File: src/rtl/jk_cmd_sequencer.sv
// jk_cmd_sequencer: queues (op, len) commands and replays each on registered j/k
// for len+1 clocks, back-to-back, with a built-in model of the downstream JK flop.
`default_nettype none

module jk_cmd_sequencer #(
  parameter int DEPTH = 4,
  parameter int CNT_W = 4
) (
  input  logic             clk,
  input  logic             rst,
  input  logic             cmd_valid,
  output logic             cmd_ready,
  input  logic [1:0]       cmd_op,
  input  logic [CNT_W-1:0] cmd_len,
  output logic             j,
  output logic             k,
  output logic             busy,
  output logic             done,
  output logic             q_model
);

  localparam int AW = (DEPTH > 1) ? $clog2(DEPTH) : 1;
  localparam logic [AW:0] FULL_CNT = (AW+1)'(DEPTH);

  typedef enum logic {
    IDLE = 1'b0,
    RUN  = 1'b1
  } state_t;

  state_t           state, state_nxt;
  logic [1:0]       op_mem  [DEPTH];
  logic [CNT_W-1:0] len_mem [DEPTH];
  logic [AW-1:0]    wr_ptr, rd_ptr;
  logic [AW:0]      count;
  logic [CNT_W-1:0] remain, remain_nxt;
  logic [1:0]       jk_nxt;
  logic             done_nxt;
  logic             push, pop, full, empty;

  assign full      = (count == FULL_CNT);
  assign empty     = (count == '0);
  assign cmd_ready = !full;
  assign push      = cmd_valid && cmd_ready;
  assign busy      = (state == RUN) || !empty;

  // Storage needs no reset: occupancy alone decides what is valid.
  always_ff @(posedge clk) begin
    if (push) begin
      op_mem[wr_ptr]  <= cmd_op;
      len_mem[wr_ptr] <= cmd_len;
    end
  end

  always_ff @(posedge clk or posedge rst) begin
    if (rst) begin
      wr_ptr <= '0;
      rd_ptr <= '0;
      count  <= '0;
    end else begin
      if (push) wr_ptr <= wr_ptr + AW'(1);
      if (pop)  rd_ptr <= rd_ptr + AW'(1);
      case ({push, pop})
        2'b10:   count <= count + (AW+1)'(1);
        2'b01:   count <= count - (AW+1)'(1);
        default: count <= count;
      endcase
    end
  end

  always_comb begin
    pop        = 1'b0;
    state_nxt  = state;
    remain_nxt = remain;
    jk_nxt     = {j, k};
    done_nxt   = 1'b0;
    case (state)
      IDLE: begin
        jk_nxt = 2'b00;
        if (!empty) begin
          pop        = 1'b1;
          remain_nxt = len_mem[rd_ptr];
          jk_nxt     = op_mem[rd_ptr];
          state_nxt  = RUN;
        end
      end
      RUN: begin
        if (remain != '0) begin
          remain_nxt = remain - CNT_W'(1);
        end else if (!empty) begin
          // Chain straight into the next command so j/k never drop to 00 between them.
          pop        = 1'b1;
          remain_nxt = len_mem[rd_ptr];
          jk_nxt     = op_mem[rd_ptr];
        end else begin
          jk_nxt    = 2'b00;
          state_nxt = IDLE;
          done_nxt  = 1'b1;
        end
      end
    endcase
  end

  always_ff @(posedge clk or posedge rst) begin
    if (rst) begin
      state  <= IDLE;
      remain <= '0;
      j      <= 1'b0;
      k      <= 1'b0;
      done   <= 1'b0;
    end else begin
      state  <= state_nxt;
      remain <= remain_nxt;
      {j, k} <= jk_nxt;
      done   <= done_nxt;
    end
  end

  always_ff @(posedge clk or posedge rst) begin
    if (rst) begin
      q_model <= 1'b0;
    end else begin
      case ({j, k})
        2'b01:   q_model <= 1'b0;
        2'b10:   q_model <= 1'b1;
        2'b11:   q_model <= ~q_model;
        default: q_model <= q_model;
      endcase
    end
  end

endmodule

`default_nettype wire

File: config.mk
export PLATFORM = sky130hd
export DESIGN_NAME = jk_cmd_sequencer
export DESIGN_NICKNAME = d
export VERILOG_FILES = /design/src/rtl/jk_cmd_sequencer.sv
export SDC_FILE = /design/constraint.sdc
export NUM_CORES = 1
export LEC_CHECK = 0
export ABC_AREA = 1
export CAP_MARGIN = 20
export CORE_ASPECT_RATIO = 0.5
export CORE_MARGIN = 4
export CORE_UTILIZATION = 55
export DETAILED_ROUTE_END_ITERATION = 7
export GPL_TIMING_DRIVEN = 0
export PLACE_DENSITY = 0.76
export SYNTH_ARGS = -nofsm -noshare
export SYNTH_HDL_FRONTEND = slang
export SYNTH_SLANG_ARGS = --single-unit
File: constraint.sdc
create_clock -name clk -period 3.6 [get_ports clk]
set_input_delay 0.36 -clock clk [delete_from_list [all_inputs] [get_ports clk]]
set_output_delay 0.36 -clock clk [all_outputs]
set_load 0.01 [all_outputs]
==> metrics.md, run 1 <==
| Metric | Value |
|---|---|
| Status | completed |
| DRT antenna net count | 0 |
| Clock transition at the registers of the reported paths | approximately 80 ps |
| Final global-route overflow total | 0 |
| Finish-stage setup viols | 0 |
| Power density cells | around 810 nW/um^2 |
| Seq/Total Area, Yosys | 59.0% |
| Die W | 91.1 microns |
| Die area | 4520 sq um |
| Max-Cap Viols | 0 |
| # hold bufs at CTS | 0 |
| R2R depth | 12 |
| Remaining DRCs | 0 |
| Fin. max-slew vios | 0 |
| FP Rows | 14 |
| Max Clock Skew | roughly 3.0 ps |
| Met1 GRT Util | 20.0% |
| Post-Syn Area | roughly 1900 sq um |
| Post-Synth XOR/XNOR Area | 2.76% |
| Worst VDD drop | 0.369 mV |
| Fin. Hold Viols | 0 |
| Placed instance area | 2090 sq um |
| Synth Area in Adders | 5.66% |
| CTS buffer count | 5 |
| CP Data Required Time | between 3000 and 4000 ps |
| Syn Area/Cell | roughly 10 sq um |
| PortBufs | 14 |
| Global-route wire length before repair | between 5000 and 6000 microns |
| Worst Setup Start Kind | flip-flop |
| I/O pin total | 15 |
| Comb pwr share | 40.1% |
| Dpl ws | 1400 ps |
| Largest family of logic cells by synthesized area | simple AND/OR/NAND/NOR gates |
| Sink Count | 40 |
| Leak | 0.000972 uW |
| TritonCTS clock tree | yes |
| Antenna fix cells | 0 |
| Register area | 1120 sq um |
| Crit path largest cell delay | between 300 and 400 ps |
| Unrepaired setup endpoints after global routing | no |
| Vias in the first global route | 1,121 |
| Die Y | between 40 and 50 microns |
| Worst-path cell chain | inv_1, ha_1, nand2_2, nand2_4, nand2_8, inv_6, ha_1, inv_1, fa_1, a21oi_1, o21ai_0, xor2_1 |
| Area Overhead vs Synth | 16.1% |
| Distinct cells, synth | 27 |
| Worst-margin pin slew | 620 ps |
| CTS root buffer | clkbuf_8 |
| Starting Density | 60.3% |
| Vias | 1,213 |
| Core area | 3150 sq um |
| GRT busiest layer | met2 |
| GRT Total Usage | 15.5% |
| Switching share of power | between 30% and 40% |
| Tcrit/Tclk final | slightly above 60% |
| Final-layout fill cell count | 229 |
| Multi-input logic area | ~640 sq um |
| Post-CTS Setup Bufs | 0 |
| # nets final | 221 |
| Simple-gate share of the synthesized area | 20.8% |
| WP buf/inv | 3 |
| Vias per std cell | 4.95 |
| CP arrival | 2380 ps |
| Compound-gate portion of the synthesized area | 4.41% |
| Worst Hold Class | input pin to asynchronous set/reset pin |
| Met2 Use GR | 23.5% |
| Flop and latch count out of synthesis | 40 |
| Critical Path End Type | flip-flop |
| Routability cong. | approximately 0.76 |
| Design Area, Final | 2210 sq um |
| Synthesized net count | 200 |
| First-pass DRT Iterations | 4 |
| Worst skew pair latency | about 290 ps |
| Crit path max-delay cell type | dfrtp_1 |
| Switching Power | a little under 700 uW |
| Total wire length | 3120 microns |
| Critical path type | flip-flop to flip-flop |
| Resized Gates After CTS | 0 |
| Tmin final | around 2200 ps |
| Initial antenna violation count | 0 |
| Clock Power Share | between 20% and 30% |
| Largest net degree at the start of global routing | 17 |
| Setup TNS | 0 ps |
| Slew headroom | 58.5% |
| H-Tree Depth | 2 |
| Initial DRC count | 25 |
| Cell-internal power | roughly 1100 uW |
| Drt wl/cell | 12.7 microns |
| Setup ws final | approximately 1400 ps |
| CP top delay family | adder cells |
| Fmax | 0.452 GHz |
| WHS | 417 ps |
| Ys Warns | 0 |
| DP Wirelength | between 2000 and 2500 microns |
| Clock buffer depth | 2 |
| Crit path depth | 12 |
| Crit-path max FO | 8 |
| GR Util met3 | 6.69% |
| Reg power frac | 39.2% |
| Share of cells above drive strength 1 | 13.7% |
| Proportion of synthesized area in mux cells | 0% |
| Mapped Cells | 183 |
| Final core occ | 70.0% |
## Yosys cell counts
master	instances	area share [%]
nand2_2	3	0.99
a21oi_2	1	0.46
buf_4	1	0.40
nand2_4	1	0.59
o21ai_0	3	0.79
o21ai_2	4	1.8
nand2_1	42	8.3
nand3_2	1	0.53
edfxtp_1	24	38
nand3_4	1	0.92
xor2_1	3	1.4
buf_6	2	1.2
fa_1	1	1.1
ha_1	7	4.6
nand2_8	1	1.1
inv_2	3	0.59
nor2_2	1	0.33
dfrtp_1	16	21
nor2_1	21	4.1
inv_6	1	0.46
inv_1	24	4.7
a21oi_1	5	1.3
or2_0	2	0.66
nand3_1	10	2.6
xnor2_1	3	1.4
nor3_1	1	0.26
nand3b_1	1	0.40
## metal layers
metal  up-vias  share of wire, %
met3         7               5.9
met1       555                48
met5         -                 0
met2        27                44
met4         0               2.0
li1        624                 -
## flip-flops by register name (all words and copies together) (netlist names)
| signal | cells |
|---|---|
| len_mem | 16 |
| op_mem | 8 |
| remain | 4 |
| count | 3 |
| rd_ptr | 2 |
| wr_ptr | 2 |
| done | 1 |
| j | 1 |
| k | 1 |
| q_model | 1 |
| state | 1 |
## placed cells by master (no fill, tap or decap), drive strengths merged, types with 5 or more instances in the layout
cell,n
nor2,22
dfrtp,16
a21oi,6
nand2,47
nand3,12
ha,7
inv,29
clkdlybuf4s50,14
o21ai,7
edfxtp,24
clkbuf,5
## worst paths after layout
path                                start  endpoint  slack [ps]
worst max-delay path            remain[0]  count[2]        1390
worst min-delay path                  rst     state         420
worst max register to register  remain[0]  count[2]        1390
worst min register to register    q_model   q_model         460
max in group asynchronous             rst  count[0]        2800
min in group clk                  q_model   q_model         460
## cell type report
type	count	area share (%)
Clock buffer	5	3.12
Timing Repair Buffer	14	6.35
Tap cell	40	2.27
Inverter	28	4.99
Multi-Input combinational cell	112	29.0
Buffer	3	1.36
Sequential cell	40	50.8
Clock inverter	3	2.10
## power groups by stage
stage / combinational (uW) / sequential, uW / clock (uW)
floorplan: 545 / 703 / 0
global placement: 699 / 707 / 0
detailed placement: 716 / 713 / 0
CTS: 728 / 705 / 376
global route: 814 / 717 / 404
finish: 719 / 703 / 373
## stage by stage
step / total power (uW) / cells
5_1_grt: 1940 / 245
4_1_cts: 1810 / 245
3_3_place_gp: 1410 / 237
6_report: 1800 / 245
3_5_place_dp: 1430 / 237
2_1_floorplan: 1250 / 183
## cells by family after synthesis
| kind of cell | after synthesis |
|---|---|
| AOI/OAI and AO/OA | 13 |
| xor gates and xnor gates | 6 |
| adders and majority gates | 8 |
| buffers and inverters | 31 |
| DFF | 40 |
| and+or+nand+nor | 85 |
## worst reg2reg max path, cell delays in order (launching register included)
cell and delay [ps]:
dfrtp_1 390, inv_1 140, ha_1 220, nand2_2 90
nand2_4 120, nand2_8 90, inv_6 70, ha_1 130
inv_1 60, fa_1 380, a21oi_1 140, o21ai_0 110
xor2_1 160
(Power assumes the default switching activity.)
==> run 2, diff against run 1 <==
- clock period: 3.6 -> 2.1 ns (I/O delays scaled with it)
==> run 2 against run 1 <==
Hold slack got worse by 150 ps. Sequential power rose by 72%. Cell count rose by 0.82%. Clock power is 71% higher. Maximum frequency up 10%. Via count decreased by 0.16%. Die area is the same. Largest cell class unchanged.
==> metrics.md, run 2 (same netlist as run 1, synthesis figures left out) <==
| Metric | Value |
|---|---|
| Fin. max-slew vios | 0 |
| Worst setup path start | remain[1] |
| Worst Setup Start Kind | flip-flop |
| Unrepaired setup endpoints after global routing | no |
| Initial antenna violation count | 0 |
| CP arrival | about 2200 ps |
| Worst VDD drop | between 0.6 and 0.7 mV |
| Share of cells above drive strength 1 | ~16% |
| Setup TNS | 0 ps |
| PortBufs | 14 |
| Critical path type | flip-flop to flip-flop |
| Die Y | 49.6 microns |
| Starting Density | 60.3% |
| DRT antenna net count | 0 |
| Total wire length | ~3200 microns |
| Fmax | around 0.5 GHz |
| Register area | about 1100 sq um |
| Routability cong. | 0.756 |
| Registers with the most flip-flops | len_mem (16), op_mem (8), remain (4) |
| Worst-path cell chain | inv_2, ha_2, nand2_2, nand2_4, nand2_8, inv_6, ha_1, inv_1, fa_2, a21oi_1, o21ai_1, xor2_1 |
| Status | completed |
| Remaining DRCs | 0 |
| Fin. Hold Viols | 0 |
| Reg2reg start | remain[1] |
| Slew headroom | about three fifths |
| Vias per std cell | 4.90 |
| Global-route wire length before repair | 5320 microns |
| Worst skew pair latency | 290 ps |
| GRT Total Usage | 15.6% |
| I/O pin total | 15 |
| R2R setup slack | 90 ps |
| Clock buffer depth | 2 |
| Crit path max-delay cell type | dfrtp_1 |
| FP Rows | 14 |
| Dpl ws | -95.7 ps |
| Setup ws final | 94.8 ps |
| Largest net degree at the start of global routing | 17 |
| Drt wl/cell | ~13 microns |
| Final global-route overflow total | 0 |
| Number of instances in the placed design | 237 |
| Core area | about 3200 sq um |
| Vias | 1,211 |
| Tmin final | 2010 ps |
| # nets final | 223 |
| Max-Cap Viols | 0 |
| Die area | 4520 sq um |
| Largest register FFs | 16 |
| Tcrit/Tclk final | between 90 and 100% |
| CTS root buffer | clkbuf_8 |
| WHS | 268 ps |
| Vias in the first global route | 1,133 |
| TritonCTS clock tree | yes |
| Most frequent cells in the layout | 42 x nand2_1, 24 x edfxtp_1, 22 x inv_1 |
| Antenna fix cells | 0 |
| Power density cells | between 1000 and 1500 nW/um^2 |
| Leak | 0.000978 uW |
| Sink Count | 40 |
| Finish-stage setup viols | 0 |
| Die W | 91.1 microns |
| Crit path largest cell delay | 400 ps |
| Initial DRC count | 39 |
| Power, Total | 3120 uW |
| Final-layout fill cell count | 229 |
| Crit-path max FO | 8 |
| Largest Register | len_mem |
| Commonest non-fill, non-tap cell in the layout | nand2_1 |
| # hold bufs at CTS | 0 |
| CP Data Required Time | 2280 ps |
| Area Overhead vs Synth | 17.1% |
| Worst-margin pin slew | between 600 and 700 ps |
| Clock transition at the registers of the reported paths | 80 ps |
| Fin cells | 247 |
| DP Wirelength | about 2200 microns |
| H-Tree Depth | 2 |
| Max Clock Skew | 1.99 ps |
| Multi-input logic area | between 600 and 700 sq um |
| First-pass DRT Iterations | 4 |
| Worst Hold Class | input pin to asynchronous set/reset pin |
| Critical Path End Type | flip-flop |
| CTS buffer count | 5 |
run 2: cell count changes in the layout (fill, tap and decap cells not counted), sizes merged:
cell / change
buf: +2
run 2: timing repair:
| action | CTS | global route |
|---|---|---|
| pin swaps | 2 | 1 |
| buffers inserted | 2 | 0 |
| endpoints found under the setup margin | 1 | 1 |
| hold endpoints to repair | 0 | 0 |
| gates resized for setup | 3 | 2 |
run 2: layout make-up:
class,count,area share (%)
sequential,40,50.4
multi-input combinational,112,28.9
timing repair buffer,16,6.97
inverter,28,4.95
clock buffer,5,3.09
tap,40,2.25
clock inverter,3,2.08
buffer,3,1.35
run 2: critical path, delay by kind of cell, from the launching register on:
family                     cells  cell delay (ps)
AOI/OAI and AO/OA              2              230
xor gates and xnor gates       1              150
adders and majority gates      3              650
DFF                            1              400
buffers and inverters          3              200
and+or+nand+nor                3              250
run 2: power breakdown:
part	switching (uW)	internal, uW
clock	280	358
combinational	764	506
sequential	126	1080
total	1170	1950
run 2: layer usage:
metal / vias to the layer above / part of all wire (%) / global-route usage (%)
met3: 7 / 4.7 / 6.69
met2: 18 / 45 / 23.8
met1: 559 / 49 / 20.3
li1: 627 / - / -
met5: - / 0 / 0
met4: 0 / 1.9 / 5.25
run 2: final timing paths:
check | endpoint | cells after the start
setup / recovery | count[2] | 12
hold / removal | count[1] | 2
setup reg to reg | count[2] | 12
hold reg to reg | q_model | 1
max in group asynchronous | remain[0] | 2
min in group clk | q_model | 1
run 2: metrics by stage:
stage	util, %	instance area, sq um
2_1_floorplan	-	1900
3_3_place_gp	66.3	2090
3_5_place_dp	66.3	2090
4_1_cts	70.5	2220
5_1_grt	70.6	2230
6_report	70.6	2230
==> run 3, diff against run 2 <==
- CORE_ASPECT_RATIO: 0.5 -> 1.2
- PLACE_DENSITY: 0.76 -> default
- PLACE_DENSITY_LB_ADDON: default -> 0.12
==> run 3 against run 2 <==
Die area shrank 1.2%. Wire length shrank 5.2%. Sequential power is essentially flat. Non-clock buffer count grew 4. Worst setup slack gained 0.62 ps. Clock skew grew 6.8 ps. Global-route usage grew 0.11 points. Register-to-register slack is essentially flat. Combinational power grew 5%. Clock power shrank 5.8%. Cell count grew 0.40%. Flip-flop and latch count is the same.
==> metrics.md, run 3 (same netlist as run 1, synthesis figures left out) <==
| Metric | Value |
|---|---|
| Die W | 61.7 microns |
| Fin. Hold Viols | 0 |
| # nets final | 227 |
| Clock buffer depth | 2 |
| Number of instances in the placed design | 234 |
| Share of cells above drive strength 1 | 17.5% |
| DP Wirelength | around 2200 microns |
| Core area | around 3300 sq um |
| Unrepaired setup endpoints after global routing | no |
| Largest register FFs | 16 |
| Worst skew pair latency | about 290 ps |
| CP arrival | roughly 2200 ps |
| Initial antenna violation count | 0 |
| Clock transition at the registers of the reported paths | 80 ps |
| Max Clock Skew | a little under 9 ps |
| CP Data Required Time | 2280 ps |
| Slew headroom | 60.3% |
| Registers with the most flip-flops | len_mem (16), op_mem (8), remain (4) |
| Critical path type | flip-flop to flip-flop |
| Most frequent cells in the layout | 42 x nand2_1, 24 x edfxtp_1, 22 x inv_1 |
| Worst-path cell chain | inv_2, ha_4, nand2_2, nand2_4, nand2_8, inv_6, ha_1, inv_1, fa_2, a21oi_1, o21ai_1, xor2_1 |
| CTS root buffer | clkbuf_8 |
| R2R depth | 12 |
| CP top delay family | adder cells |
| Vias per std cell | between 4 and 5 |
| Global-route wire length before repair | 5070 microns |
| Vias in the first global route | around 1,200 |
| Worst-margin pin slew | 593 ps |
| Crit path max-delay cell type | dfrtp_1 |
| I/O pin total | 15 |
| Routability cong. | 0.752 |
| Antenna fix cells | 0 |
| Commonest non-fill, non-tap cell in the layout | nand2_1 |
| Setup TNS | 0 ps |
| Max-Cap Viols | 0 |
| Worst Hold Class | input pin to asynchronous set/reset pin |
| Tmin final | 2000 ps |
| Power density cells | between 1000 and 1500 nW/um^2 |
| Initial DRC count | 52 |
| Fin cells | 248 |
| Finish-stage setup viols | 0 |
| Crit path depth | 12 |
| Sink Count | 40 |
| Worst VDD drop | 0.848 mV |
| GRT Total Usage | 15.7% |
| CTS buffer count | 5 |
| Starting Density | 56.9% |
| Status | completed |
| Leak | roughly 0.001 uW |
| Final global-route overflow total | 0 |
| FP Rows | 23 |
| First-pass DRT Iterations | 4 |
| H-Tree Depth | 2 |
| Die Y | 72.4 microns |
| TritonCTS clock tree | yes |
| Area Overhead vs Synth | 18.6% |
| Remaining DRCs | 0 |
| Worst Setup Start Kind | flip-flop |
| Fmax | 0.499 GHz |
| DRT antenna net count | 0 |
| Total wire length | around 3000 microns |
| Vias | 1,205 |
| Critical Path End Type | flip-flop |
| Fin. max-slew vios | 0 |
| Die area | 4460 sq um |
| WHS | 270 ps |
| Final core occ | 67.5% |
| Largest net degree at the start of global routing | 17 |
| Largest Register | len_mem |
| Crit path largest cell delay | 390 ps |
| WP buf/inv | 3 |
| PortBufs | 14 |
| Tcrit/Tclk final | 95.5% |
| Crit-path max FO | 8 |
| Drt wl/cell | 12.1 microns |
## run 3: cell types whose count changed in the layout (fill, tap and decap cells not counted), sizes merged
cell	before	now
clkinvlp	1	0
clkbuf	5	6
buf	5	9
inv	29	28
clkinv	0	1
## run 3: final timing paths
path | startpoint | to | slack, ps
worst min register to register | q_model | q_model | 470
worst max register to register | remain[0] | count[2] | 100
max in group asynchronous | rst | remain[0] | 1450
min in group clk | q_model | q_model | 470
worst max-delay path | remain[0] | count[2] | 100
worst min-delay path | rst | count[2] | 270
## run 3: per-stage QoR
stage / setup WS [ps] / total power, uW / cell area, sq um
floorplan: 62.2 / 2140 / 1900
global placement: -32.6 / 2390 / 2090
detailed placement: -75.7 / 2450 / 2090
CTS: 3.20 / 3070 / 2200
global route: 17.5 / 3400 / 2250
finish: 95.5 / 3140 / 2250
## run 3: what timing repair did
action	4_1_cts	5_1_grt
pin swaps	2	1
setup endpoints to repair	1	1
hold buffers	0	0
cloned	0	0
buffers inserted	1	5
resized for setup	3	3
## run 3: final cells by class
type                    count  area (sq um)
flip-flops and latches     40          1120
fillers                   278          1080
repair buffers             20           185
clock inverters             2          35.0
well taps                  37          46.3
plain buffers               3          30.0
clock buffers               6          72.6
multi-input cells         112           654
inverters                  28           110
## run 3: per-layer routing
layer / share of wire (%) / wire, microns / vias up / global-route usage [%]
li1: - / - / 631 / -
met1: 43 / 1290 / 550 / 17.4
met4: 2.2 / 65 / 0 / 7.78
met3: 3.9 / 117 / 7 / 4.80
met2: 51 / 1530 / 17 / 26.7
met5: 0 / 0 / - / 0
## run 3: power breakdown
group          switching (uW)  internal, uW  leakage (uW)
Sequential                125          1080      0.000408
Clock                     248           352     0.0000552
Combinational             767           561      0.000538
